## src/rtl/jag_norm_pkg.sv

```systemverilog
// Shared types and constants for the iterative 32-bit normalizer.
// Latency: n/a (declarations only).
// Backpressure: n/a.
package jag_norm_pkg;

  localparam int NORM_W     = 32;
  localparam int NORM_CW    = 6;
  localparam int NORM_STEPS = 5;

  typedef enum logic [1:0] {
    IDLE = 2'd0,
    RUN  = 2'd1,
    DONE = 2'd2
  } state_t;

endpackage

```

## src/rtl/norm32_step.sv

```systemverilog
// One binary-search step of the normalizer: if the top 2^k bits of the
// search word are all zero, shift search word and value left by 2^k and
// add 2^k to the count accumulator.
// Latency: combinational. Backpressure: none (pure function).
// Ports: t/val/acc/k current search state in; t_nxt/val_nxt/acc_nxt out.
module norm32_step
  import jag_norm_pkg::*;
(
  input  logic [NORM_W-1:0]  t,
  input  logic [NORM_W-1:0]  val,
  input  logic [NORM_CW-1:0] acc,
  input  logic [2:0]         k,
  output logic [NORM_W-1:0]  t_nxt,
  output logic [NORM_W-1:0]  val_nxt,
  output logic [NORM_CW-1:0] acc_nxt
);

  logic              w_hit;
  logic [NORM_CW-1:0] w_s;

  assign w_s = NORM_CW'(1) << k;

  // Test of t[31:32-s] == 0 written per step so every slice is constant.
  always_comb begin
    w_hit = 1'b0;
    case (k)
      3'd4:    w_hit = (t[31:16] == 16'd0);
      3'd3:    w_hit = (t[31:24] == 8'd0);
      3'd2:    w_hit = (t[31:28] == 4'd0);
      3'd1:    w_hit = (t[31:30] == 2'd0);
      3'd0:    w_hit = (t[31] == 1'b0);
      default: w_hit = 1'b0;
    endcase
  end

  assign t_nxt   = w_hit ? (t << w_s)   : t;
  assign val_nxt = w_hit ? (val << w_s) : val;
  assign acc_nxt = w_hit ? (acc + w_s)  : acc;

endmodule

```

## src/rtl/norm32_iter.sv

```systemverilog
// Iterative 32-bit normalizer: left-shift count (cnt) and normalized value
// (z = a << cnt) via a 5-step binary search, one step per clock.
// Latency: 5 cycles accept-to-out_valid; next accept possible after the
// output handshake. Backpressure: result held in DONE until out_ready.
// Optional feature macro: NORM32_SIGNED_EN adds the sgn port (signed mode,
// count of redundant sign bits, max 31).
// Ports: sys_clk, resetl (async active-low); in_valid/in_ready/a[/sgn]
// operand handshake; out_valid/out_ready/cnt/z/zero result handshake.
module norm32_iter
  import jag_norm_pkg::*;
#(
  parameter int W  = NORM_W,
  parameter int CW = NORM_CW
) (
  input  logic          sys_clk,
  input  logic          resetl,
  input  logic          in_valid,
  output logic          in_ready,
  input  logic [W-1:0]  a,
`ifdef NORM32_SIGNED_EN
  input  logic          sgn,
`endif
  output logic          out_valid,
  input  logic          out_ready,
  output logic [CW-1:0] cnt,
  output logic [W-1:0]  z,
  output logic          zero
);

  state_t        r_state;
  state_t        w_state_nxt;

  logic [W-1:0]  r_t;
  logic [W-1:0]  r_val;
  logic [CW-1:0] r_acc;
  logic [2:0]    r_k;
  logic          r_azero;
  logic [CW-1:0] r_cnt;
  logic [W-1:0]  r_z;
  logic          r_zero;

  logic [W-1:0]  w_t_init;
  logic          w_signed;
  logic [W-1:0]  w_t_nxt;
  logic [W-1:0]  w_val_nxt;
  logic [CW-1:0] w_acc_nxt;
  logic          w_accept;

`ifdef NORM32_SIGNED_EN
  logic          r_sgn;

  // Signed search word: redundant sign bits become leading zeros; the
  // forced LSB caps the count at 31 for 0 and all-ones.
  assign w_t_init = sgn ? {a[30:0] ^ {31{a[31]}}, 1'b1} : a;
  assign w_signed = r_sgn;

  always_ff @(posedge sys_clk or negedge resetl) begin
    if (!resetl) begin
      r_sgn <= 1'b0;
    end else if (w_accept) begin
      r_sgn <= sgn;
    end
  end
`else
  assign w_t_init = a;
  assign w_signed = 1'b0;
`endif

  assign w_accept  = (r_state == IDLE) && in_valid;
  assign in_ready  = (r_state == IDLE);
  assign out_valid = (r_state == DONE);
  assign cnt       = r_cnt;
  assign z         = r_z;
  assign zero      = r_zero;

  norm32_step u_step (
    .t       (r_t),
    .val     (r_val),
    .acc     (r_acc),
    .k       (r_k),
    .t_nxt   (w_t_nxt),
    .val_nxt (w_val_nxt),
    .acc_nxt (w_acc_nxt)
  );

  always_ff @(posedge sys_clk or negedge resetl) begin
    if (!resetl) begin
      r_state <= IDLE;
    end else begin
      r_state <= w_state_nxt;
    end
  end

  always_comb begin
    w_state_nxt = r_state;
    case (r_state)
      IDLE:    if (in_valid)   w_state_nxt = RUN;
      RUN:     if (r_k == 3'd0) w_state_nxt = DONE;
      DONE:    if (out_ready)  w_state_nxt = IDLE;
      default: w_state_nxt = IDLE;
    endcase
  end

  always_ff @(posedge sys_clk or negedge resetl) begin
    if (!resetl) begin
      r_t     <= '0;
      r_val   <= '0;
      r_acc   <= '0;
      r_k     <= '0;
      r_azero <= 1'b0;
      r_cnt   <= '0;
      r_z     <= '0;
      r_zero  <= 1'b0;
    end else begin
      if (w_accept) begin
        r_t     <= w_t_init;
        r_val   <= a;
        r_acc   <= '0;
        r_k     <= 3'(NORM_STEPS - 1);
        r_azero <= (a == '0);
      end else if (r_state == RUN) begin
        r_t   <= w_t_nxt;
        r_val <= w_val_nxt;
        r_acc <= w_acc_nxt;
        if (r_k != 3'd0) begin
          r_k <= r_k - 3'd1;
        end else begin
          // Final step: publish using the post-step values. In unsigned
          // mode a search word still without a top 1 means the operand was 0.
          if (!w_signed && !w_t_nxt[W-1]) begin
            r_cnt <= CW'(W);
            r_z   <= '0;
          end else begin
            r_cnt <= w_acc_nxt;
            r_z   <= w_val_nxt;
          end
          r_zero <= r_azero;
        end
      end
    end
  end

endmodule

```

## config.mk

```make
export PLATFORM = sky130hd
export DESIGN_NAME = norm32_iter
export DESIGN_NICKNAME = d
export VERILOG_FILES = /design/src/rtl/jag_norm_pkg.sv /design/src/rtl/norm32_step.sv /design/src/rtl/norm32_iter.sv
export SDC_FILE = /design/constraint.sdc
export NUM_CORES = 1
export LEC_CHECK = 0
export ABC_AREA = 0
export CORE_AREA = 2 2 188 144
export DETAILED_ROUTE_END_ITERATION = 16
export DIE_AREA = 0 0 190 146
export PLACE_DENSITY = 0.51
export SLEW_MARGIN = 40
export SYNTH_ARGS = -nofsm -noshare
export SYNTH_HDL_FRONTEND = slang
export SYNTH_SLANG_ARGS = --single-unit
```

## constraint.sdc

```tcl
create_clock -name sys_clk -period 9.2 [get_ports sys_clk]
set_clock_uncertainty 0.1 [all_clocks]
set_input_delay 1.84 -clock sys_clk [delete_from_list [all_inputs] [get_ports sys_clk]]
set_output_delay 1.84 -clock sys_clk [all_outputs]
set_load 0.02 [all_outputs]
```

==> reports/results.ini, run 1 <==
[yosys]
syn_nets = 1033
ys_ff_latch = 115
yosysUniqueCellTypes = 76
ys_seq_area_frac = 0.320
synthSimpleGateAreaFrac = 0.157
synth_xor_area_frac = 0.00683
synth-async-reset-ratio = 1.00
synth_edf_count = 0
ys_warn_count = 0
synth_area_um2 = 8980
synthMuxAreaShare = 0.166
synth_ff_type = dfrtp_1
avgSynthCellArea_um2 = 9.09
synth_fa_ha_area_frac = 0.0125
synth_top_family_by_area = compound AO/OA/AOI/OAI gates
synth_compound_area_frac = 0.280
synth_cells = 988

[worst_setup_path]
cp_slowest_cell = nor2b_4
crit_path_end_kind = flip-flop
cp.arrival_ps = 4430
start_kind = flip-flop
worst_ep_required_time_ps = 9400
cp_cell_sequence = inv_1 > ha_2 > buf_6 > nor2b_4 > buf_4 > mux4_2 > o22a_1 > a31oi_4 > buf_8 > o31ai_1
reg2reg_depth = 10
path_max_fanout = 71
criticalPathCategory = reg -> reg
slowest_delay_ps = 710

[clock_network]
root_buffer = clkbuf_16
path_clk_slew_ps = 60
clkSinkCount = 115
cts_buffers = 17
clockBufferDepth = 2
h-tree-depth = 4
cts.repair.resized = 0
holdBufCountCts = 0
insertion_delay_ps = 450
cts_tree = yes
postCtsSetupRepairBufs = 0

[layout]
layout_common_cells = dfrtp_1 (115), nand2_1 (101), clkdlybuf4s50_1 (75)
drive_gt1_frac = 0.125
final_cells = 1366
finalInstanceArea_um2 = 10600
final_nets = 1054
layout_commonest_cell = dfrtp_1
n_antenna_cell = 0
fillers = 2555
areaGrowthSynthToFinish_pct = 18.3
fin_util = 0.413

[global_route]
grt_max_degree = 72
grt_pass1_wl_um = 56900
grt_pass1_vias = 8448
grtUsageTotal = 0.275
overflow = 0
grt_antenna_before_repair = 0

[placed_design]
dpl.hpwl_um = 27300
placed_cells = 1334
io_buffers = 76
placed_area_um2 = 9980
place_congestion = 0.944
dp_slack_ps = 4870

[drt]
top_layer = met4
dr.pass1.iters = 6
wl_per_cell_um = 27.8
drtAntennaViolNets = 0
wl_met1_um = 17700
drt_wl_total_um = 38000
drc = 0
drt_iter0_drc = 1087
wl_met2_um = 15100
vias_per_cell = 6.55
num_vias = 8942
wl_met3_um = 4270

[power]
p_comb_frac = 0.612
p_total_mw = 4.78
p_sw_frac = 0.509
pwr-share-clk = 0.154
p_sw_mw = 2.43
power_density_nw_per_um2 = 450
ir_worst_vdd_mv = 0.172
p_int_mw = 2.35
power_frac_seq = 0.234
leakagePower_nw = 4.23

[sta]
fin_crit_sh = 0.459
finalSetupViolations = 0
max_clock_freq_mhz = 237
slew_headroom = 0.409
whs_ps = 369
slew_violations = 0
tns_ps = 0
rsz0062_at_grt = false
tightest_slew_ps = 887
worst_slack_ps = 4970
fin_crit_ps = 4230
hold_viol_final = 0

[run_status]
outcome = finished, final reports clean

[min_path]
min_path_type = reg -> reg
min_path_cells = 2

[die]
start_util = 0.349
die_y_um = 146
dieWidth_um = 190
pin_count = 77
dieArea_um2 = 27700
row_count = 51
core_um2 = 25700

[job]
cap_violations = 0

[cell usage after synthesis (28+ instances only)]
library cell	n	share of area
o31ai_1	38	0.032
a21oi_1	57	0.032
o21ai_0	54	0.030
dfrtp_1	115	0.32
nor2_1	43	0.018
a221o_1	29	0.032
and3_1	28	0.020
clkbuf_1	62	0.026
mux2i_1	66	0.074
a22oi_1	31	0.026
mux4_2	33	0.083
nand2_1	102	0.043
[layout make-up]
type / instances / area (um^2) / area share
clock buffers: 23 / 488 / 0.0459
clock inverters: 9 / 150 / 0.0141
inverters: 16 / 60.1 / 0.00565
multi-input cells: 756 / 5640 / 0.531
flip-flops and latches: 115 / 2880 / 0.271
well taps: 344 / 430 / 0.0405
repair buffers: 103 / 980 / 0.0922
[power groups by stage]
stage | Combinational (mW) | Sequential (mW) | Clock [mW]
floorplan | 1.93 | 1.00 | 0
global placement | 2.85 | 1.11 | 0
detailed placement | 2.86 | 1.10 | 0
CTS | 2.87 | 1.10 | 0.744
global route | 3.13 | 1.14 | 0.768
finish | 2.93 | 1.12 | 0.737
[sequential cells by signal, summed over array words and instances, names as in the netlist]
name	count
r_azero	1
r_acc	6
r_val	32
r_t	32
r_state	2
cnt	6
r_k	3
z	32
zero	1
[critical path: cells and delay by family (launching register included)]
kind | cells | cell delay [ps]
AOI/OAI and AO/OA | 3 | 900
DFF | 1 | 410
buffers and inverters | 4 | 1340
and+or+nand+nor | 1 | 710
muxes | 1 | 370
adders and majority gates | 1 | 180
[metal layers]
| metal | track usage | up-vias |
|---|---|---|
| met2 | 0.360 | 544 |
| met1 | 0.420 | 4428 |
| met3 | 0.0854 | 64 |
| met5 | 0 | - |
| li1 | - | 3906 |
| met4 | 0.0899 | 0 |
[worst paths after layout]
path	start	endpoint	slack, ps
max in group asynchronous	resetl	r_t[4]	6770
hold reg to reg	z[0]	z[0]	370
hold / removal	z[0]	z[0]	370
setup reg to reg	r_k[1]	z[3]	4970
min in group asynchronous	resetl	z[17]	1250
setup / recovery	r_k[1]	z[3]	4970
[logic make-up (layout without fill, tap and decap cells)]
kind of cell    count (synthesis)  count (layout)
compound gates                351             351
xor+xnor                        7               7
fa+ha+maj                       9               9
buf+inv                       117             151
flops                         115             115
mux                           107             107
simple gates                  282             282
(Power assumes the default switching activity.)
==> run 2: changes to the inputs <==
==> constraint.sdc (replaced) <==
create_clock -name sys_clk -period 3.95 [get_ports sys_clk]
set_clock_uncertainty 0.1 [all_clocks]
set_input_delay 0.79 -clock sys_clk [delete_from_list [all_inputs] [get_ports sys_clk]]
set_output_delay 0.79 -clock sys_clk [all_outputs]
set_load 0.02 [all_outputs]
==> run 2 against run 1 <==
Final area is 0.66% higher; critical path depth shrank 2; wire length increased by 1.6%.
==> reports/results.ini, run 2 (same netlist as run 1, synthesis figures left out) <==
[placed_design]
dp_slack_ps = 502  ; -4370 ps
dpl.hpwl_um = 28100  ; +3.0%
placed_cells = 1350  ; +1.2%
place_congestion = 0.959  ; +1.6%
io_buffers = 76  ; unchanged
placed_area_um2 = 10200  ; +1.8%

[drt]
vias_per_cell = 6.64  ; +1.4%
drt_wl_total_um = 38600  ; +1.6%
wl_per_cell_um = 28.0  ; +0.71%
drtAntennaViolNets = 0  ; unchanged
dr.pass1.iters = 7  ; +1
drc = 0  ; unchanged
num_vias = 9147  ; +2.3%
drt_iter0_drc = 1172  ; +7.8%

[sta]
tightest_slew_ps = 841  ; -45.3 ps
fin_crit_ps = 3530  ; -692 ps
slew_violations = 0  ; unchanged
slew_headroom = 0.437  ; +0.0281
tns_ps = 0  ; unchanged
whs_ps = 131  ; -238 ps
fin_crit_sh = 0.895  ; +0.435
finalSetupViolations = 0  ; unchanged
rsz0062_at_grt = false
max_clock_freq_mhz = 283  ; +20%
hold_viol_final = 0  ; unchanged
worst_slack_ps = 415  ; -4560 ps

[layout]
drive_gt1_frac = 0.132  ; +0.00628
final_nets = 1070  ; +1.5%
finalInstanceArea_um2 = 10700  ; +0.66%
fin_util = 0.416  ; +0.00272
final_cells = 1378  ; +0.88%
n_antenna_cell = 0  ; unchanged
areaGrowthSynthToFinish_pct = 19.1
layout_commonest_cell = dfrtp_1
fillers = 2571  ; +0.63%
layout_common_cells = dfrtp_1 (115), nand2_1 (101), clkdlybuf4s50_1 (75)

[global_route]
grtUsageMet2 = 0.365  ; +0.00529
grt_antenna_before_repair = 0  ; unchanged
grt_util_met3 = 0.0825  ; -0.00289
grt_pass1_vias = 8627  ; +2.1%
grtUsageTotal = 0.281  ; +0.00561
top_usage_layer = met1
grt_pass1_wl_um = 58300  ; +2.4%
grt_max_degree = 61  ; -15%
gr-usage-met1 = 0.438  ; +0.0185
overflow = 0  ; unchanged

[worst_setup_path]
path_max_fanout = 18  ; -75%
reg2reg_depth = 8  ; -2
crit_path_end_kind = flip-flop
r2r_slack_ps = 420  ; -4560 ps
start_kind = flip-flop
criticalPathCategory = reg -> reg
r2r-end = z[18]
worst_ep_required_time_ps = 4190  ; -5210 ps
timing.rr.start = r_k[1]
cp.arrival_ps = 3770  ; -660 ps
critPathLaunch = r_k[1]
endpoint = z[18]

[power]
leakagePower_nw = 4.29  ; +1.4%
ir_worst_vdd_mv = 0.462  ; +170%
p_total_mw = 11.1  ; +130%
power_density_nw_per_um2 = 1040  ; +130%

[min_path]
min_path_type = in -> async

[clock_network]
holdBufCountCts = 0  ; unchanged
root_buffer = clkbuf_16
cts.repair.resized = 0  ; unchanged
clockBufferDepth = 2  ; unchanged
clkSinkCount = 115  ; unchanged
cts_buffers = 17  ; unchanged
cts_tree = yes
h-tree-depth = 4  ; unchanged
path_clk_slew_ps = 50  ; about the same
insertion_delay_ps = 440  ; about the same
postCtsSetupRepairBufs = 0  ; unchanged

[die]
dieWidth_um = 190  ; unchanged
row_count = 51  ; unchanged
start_util = 0.349  ; unchanged
dieArea_um2 = 27700  ; unchanged
pin_count = 77  ; unchanged
core_um2 = 25700  ; unchanged
die_y_um = 146  ; unchanged

[run_status]
outcome = finished, final reports clean

[job]
cap_violations = 0  ; unchanged

-- run 2: cell types whose count changed in the layout (fill, tap and decap cells not counted), moves of 2 or more --
cell | before | now
clkbuf_8 | 4 | 2
buf_12 | 0 | 6
bufinv_16 | 4 | 2
clkinv_2 | 3 | 5
clkinvlp_4 | 2 | 0
buf_4 | 24 | 38
buf_6 | 3 | 0
-- run 2: power breakdown --
part	internal (mW)	switching, mW	leakage (nW)
logic	2.75	4.24	2.55
clock network	0.939	0.556	0.274
registers	1.72	0.905	1.47
-- run 2: metal layers --
metal	up-vias	wire [um]
li1	3924	-
met1	4574	18400
met2	585	15100
met3	64	4230
met4	0	926
met5	-	0
-- run 2: layout make-up --
| class | count | area [um^2] | share of cell area |
|---|---|---|---|
| clock buffer | 21 | 460 | 0.0430 |
| clock inverter | 7 | 85.1 | 0.00795 |
| inverter | 16 | 60.1 | 0.00561 |
| multi-input combinational | 756 | 5630 | 0.526 |
| sequential | 115 | 2880 | 0.269 |
| tap | 344 | 430 | 0.0402 |
| timing repair buffer | 119 | 1160 | 0.108 |
-- run 2: how the worst min path moves through the flow --
stage | start | to | slack [ps]
3_5_place_dp | zero | zero | 360
4_1_cts | resetl | zero | 130
6_report | resetl | zero | 130
3_3_place_gp | z[0] | z[0] | 360
5_1_grt | resetl | zero | 140
2_1_floorplan | r_azero | zero | 340
-- run 2: worst max-delay path, cell delays in order (launching register included) --
cell      delay, ps
dfrtp_1         420
inv_1           120
ha_2            500
nor2b_4         600
mux2_2          340
o211ai_1        160
a221oi_1        680
a22oi_1         280
o31ai_1         250
==> run 3: changes to the inputs <==
==> constraint.sdc (replaced) <==
create_clock -name sys_clk -period 3.95 [get_ports sys_clk]
set_clock_uncertainty 0.1 [all_clocks]
set_input_delay 0.79 -clock sys_clk [delete_from_list [all_inputs] [get_ports sys_clk]]
set_output_delay 0.79 -clock sys_clk [all_outputs]
set_load 0.1 [all_outputs]
==> run 3 against run 2 <==
Die area unchanged; global-route usage up 0.64 points; sequential share of layout area up 0.12 points; final area is 0.44% lower; worst setup slack improved by 21 ps; critical path depth grew 1; clock-buffer cell count did not move; via count decreased by 1.0%; register-to-register slack better by 20 ps; highest routed layer unchanged.
==> reports/results.ini, run 3 (same netlist as run 1, synthesis figures left out) <==
[run_status]
outcome = finished, final reports clean

[die]
die_y_um = 146  ; unchanged
start_util = 0.349  ; unchanged
dieArea_um2 = 27700  ; unchanged
row_count = 51  ; unchanged
dieWidth_um = 190  ; unchanged
pin_count = 77  ; unchanged
core_um2 = 25700  ; unchanged

[worst_setup_path]
path_max_fanout = 18  ; unchanged
crit_path_end_kind = flip-flop
r2r-end = z[21]
r2r_slack_ps = 440  ; +20 ps
criticalPathCategory = reg -> reg
start_kind = flip-flop
worst_ep_required_time_ps = 4190  ; about the same
cp.arrival_ps = 3760  ; about the same
reg2reg_depth = 9  ; +1
timing.rr.start = r_k[1]

[clock_network]
postCtsSetupRepairBufs = 0  ; unchanged
insertion_delay_ps = 440  ; about the same
path_clk_slew_ps = 60  ; about the same
clkSinkCount = 115  ; unchanged
cts.repair.resized = 0  ; unchanged
cts_buffers = 17  ; unchanged
h-tree-depth = 4  ; unchanged
root_buffer = clkbuf_16
cts_tree = yes
holdBufCountCts = 0  ; unchanged
clockBufferDepth = 2  ; unchanged

[global_route]
grt_max_degree = 70  ; +15%
grt_antenna_before_repair = 2  ; +2
overflow = 0  ; unchanged
grtUsageTotal = 0.287  ; +0.00636
grt_pass1_vias = 8479  ; -1.7%
grt_pass1_wl_um = 58800  ; +0.83%

[layout]
layout_commonest_cell = dfrtp_1
layout_common_cells = dfrtp_1 (115), nand2_1 (101), mux2i_1 (66)
final_nets = 1074  ; +0.37%
fin_util = 0.414  ; -0.00185
areaGrowthSynthToFinish_pct = 18.6
final_cells = 1384  ; +0.44%
drive_gt1_frac = 0.179  ; +0.0473
n_antenna_cell = 0  ; unchanged

[placed_design]
placed_cells = 1354  ; +0.30%
dpl.hpwl_um = 29200  ; +3.9%
io_buffers = 76  ; unchanged
place_congestion = 0.929  ; -3.1%

[drt]
num_vias = 9051  ; -1.0%
drt_wl_total_um = 39700  ; +2.8%
drt_iter0_drc = 1149  ; -2.0%
drtAntennaViolNets = 0  ; unchanged
vias_per_cell = 6.54  ; -1.5%
wl_per_cell_um = 28.7  ; +2.3%
drc = 0  ; unchanged
dr.pass1.iters = 6  ; -1

[sta]
rsz0062_at_grt = false
tightest_slew_ps = 899  ; +57.7 ps
slew_violations = 0  ; unchanged
slew_headroom = 0.393  ; -0.0442
hold_viol_final = 0  ; unchanged
tns_ps = 0  ; unchanged
finalSetupViolations = 0  ; unchanged
fin_crit_sh = 0.889  ; -0.00543
fin_crit_ps = 3510  ; -21.5 ps
max_clock_freq_mhz = 285  ; +0.61%

[job]
cap_violations = 0  ; unchanged

[min_path]
min_path_type = in -> async

==> run 3: cell types whose count changed in the layout (fill, tap and decap cells not counted), sizes merged <==
cell | before | now
buf | 44 | 89
clkdlybuf4s50 | 75 | 34
bufinv | 2 | 6
clkinv | 5 | 1
clkinvlp | 0 | 2
==> run 3: worst max-delay path by stage <==
| stage | to | slack (ps) | depth (start not counted) | start |
|---|---|---|---|---|
| 3_5_place_dp | z[6] | 470 | 9 | r_k[0] |
| 3_3_place_gp | z[23] | 510 | 9 | r_k[1] |
| 5_1_grt | z[10] | 230 | 9 | r_k[0] |
| 2_1_floorplan | cnt[5] | 1040 | 13 | r_k[0] |
| 4_1_cts | z[13] | 460 | 9 | r_k[0] |
| 6_report | z[21] | 440 | 9 | r_k[1] |
==> run 3: per-layer routing <==
| metal | up-vias | wire (um) | global-route usage |
|---|---|---|---|
| li1 | 3935 | - | - |
| met1 | 4525 | 18300 | 0.437 |
| met2 | 546 | 15800 | 0.378 |
| met3 | 45 | 4680 | 0.0957 |
| met4 | 0 | 833 | 0.0798 |
| met5 | - | 0 | 0 |
==> run 3: layout make-up <==
| class | instances | area, um^2 |
|---|---|---|
| clock buffers | 21 | 480 |
| fillers | 2567 | 15100 |
| well taps | 344 | 430 |
| multi-input cells | 756 | 5630 |
| repair buffers | 123 | 971 |
| flip-flops and latches | 115 | 2880 |
| clock inverters | 9 | 200 |
| inverters | 16 | 60.1 |
==> run 3: per-stage QoR <==
stage,worst slack (ps),hold WS (ps),cell area [um^2]
2_1_floorplan,1040,339,8980
3_3_place_gp,507,361,10200
3_5_place_dp,474,358,9970
4_1_cts,462,305,10700
5_1_grt,231,327,10700
6_report,437,283,10700
==> run 3: worst max-delay path: stages (launching register included) <==
cell and delay, ps:
dfrtp_1 390, inv_1 100, ha_2 340, nand2b_1 530, buf_4 300, nand2_1 60, and3_1 180, o41ai_1 790
nand4_1 360, a211oi_1 280
Power of run 3 is left out: the tool's default activity adds up to more than one toggle a clock period on the data nets, which glitch-free logic cannot reach.
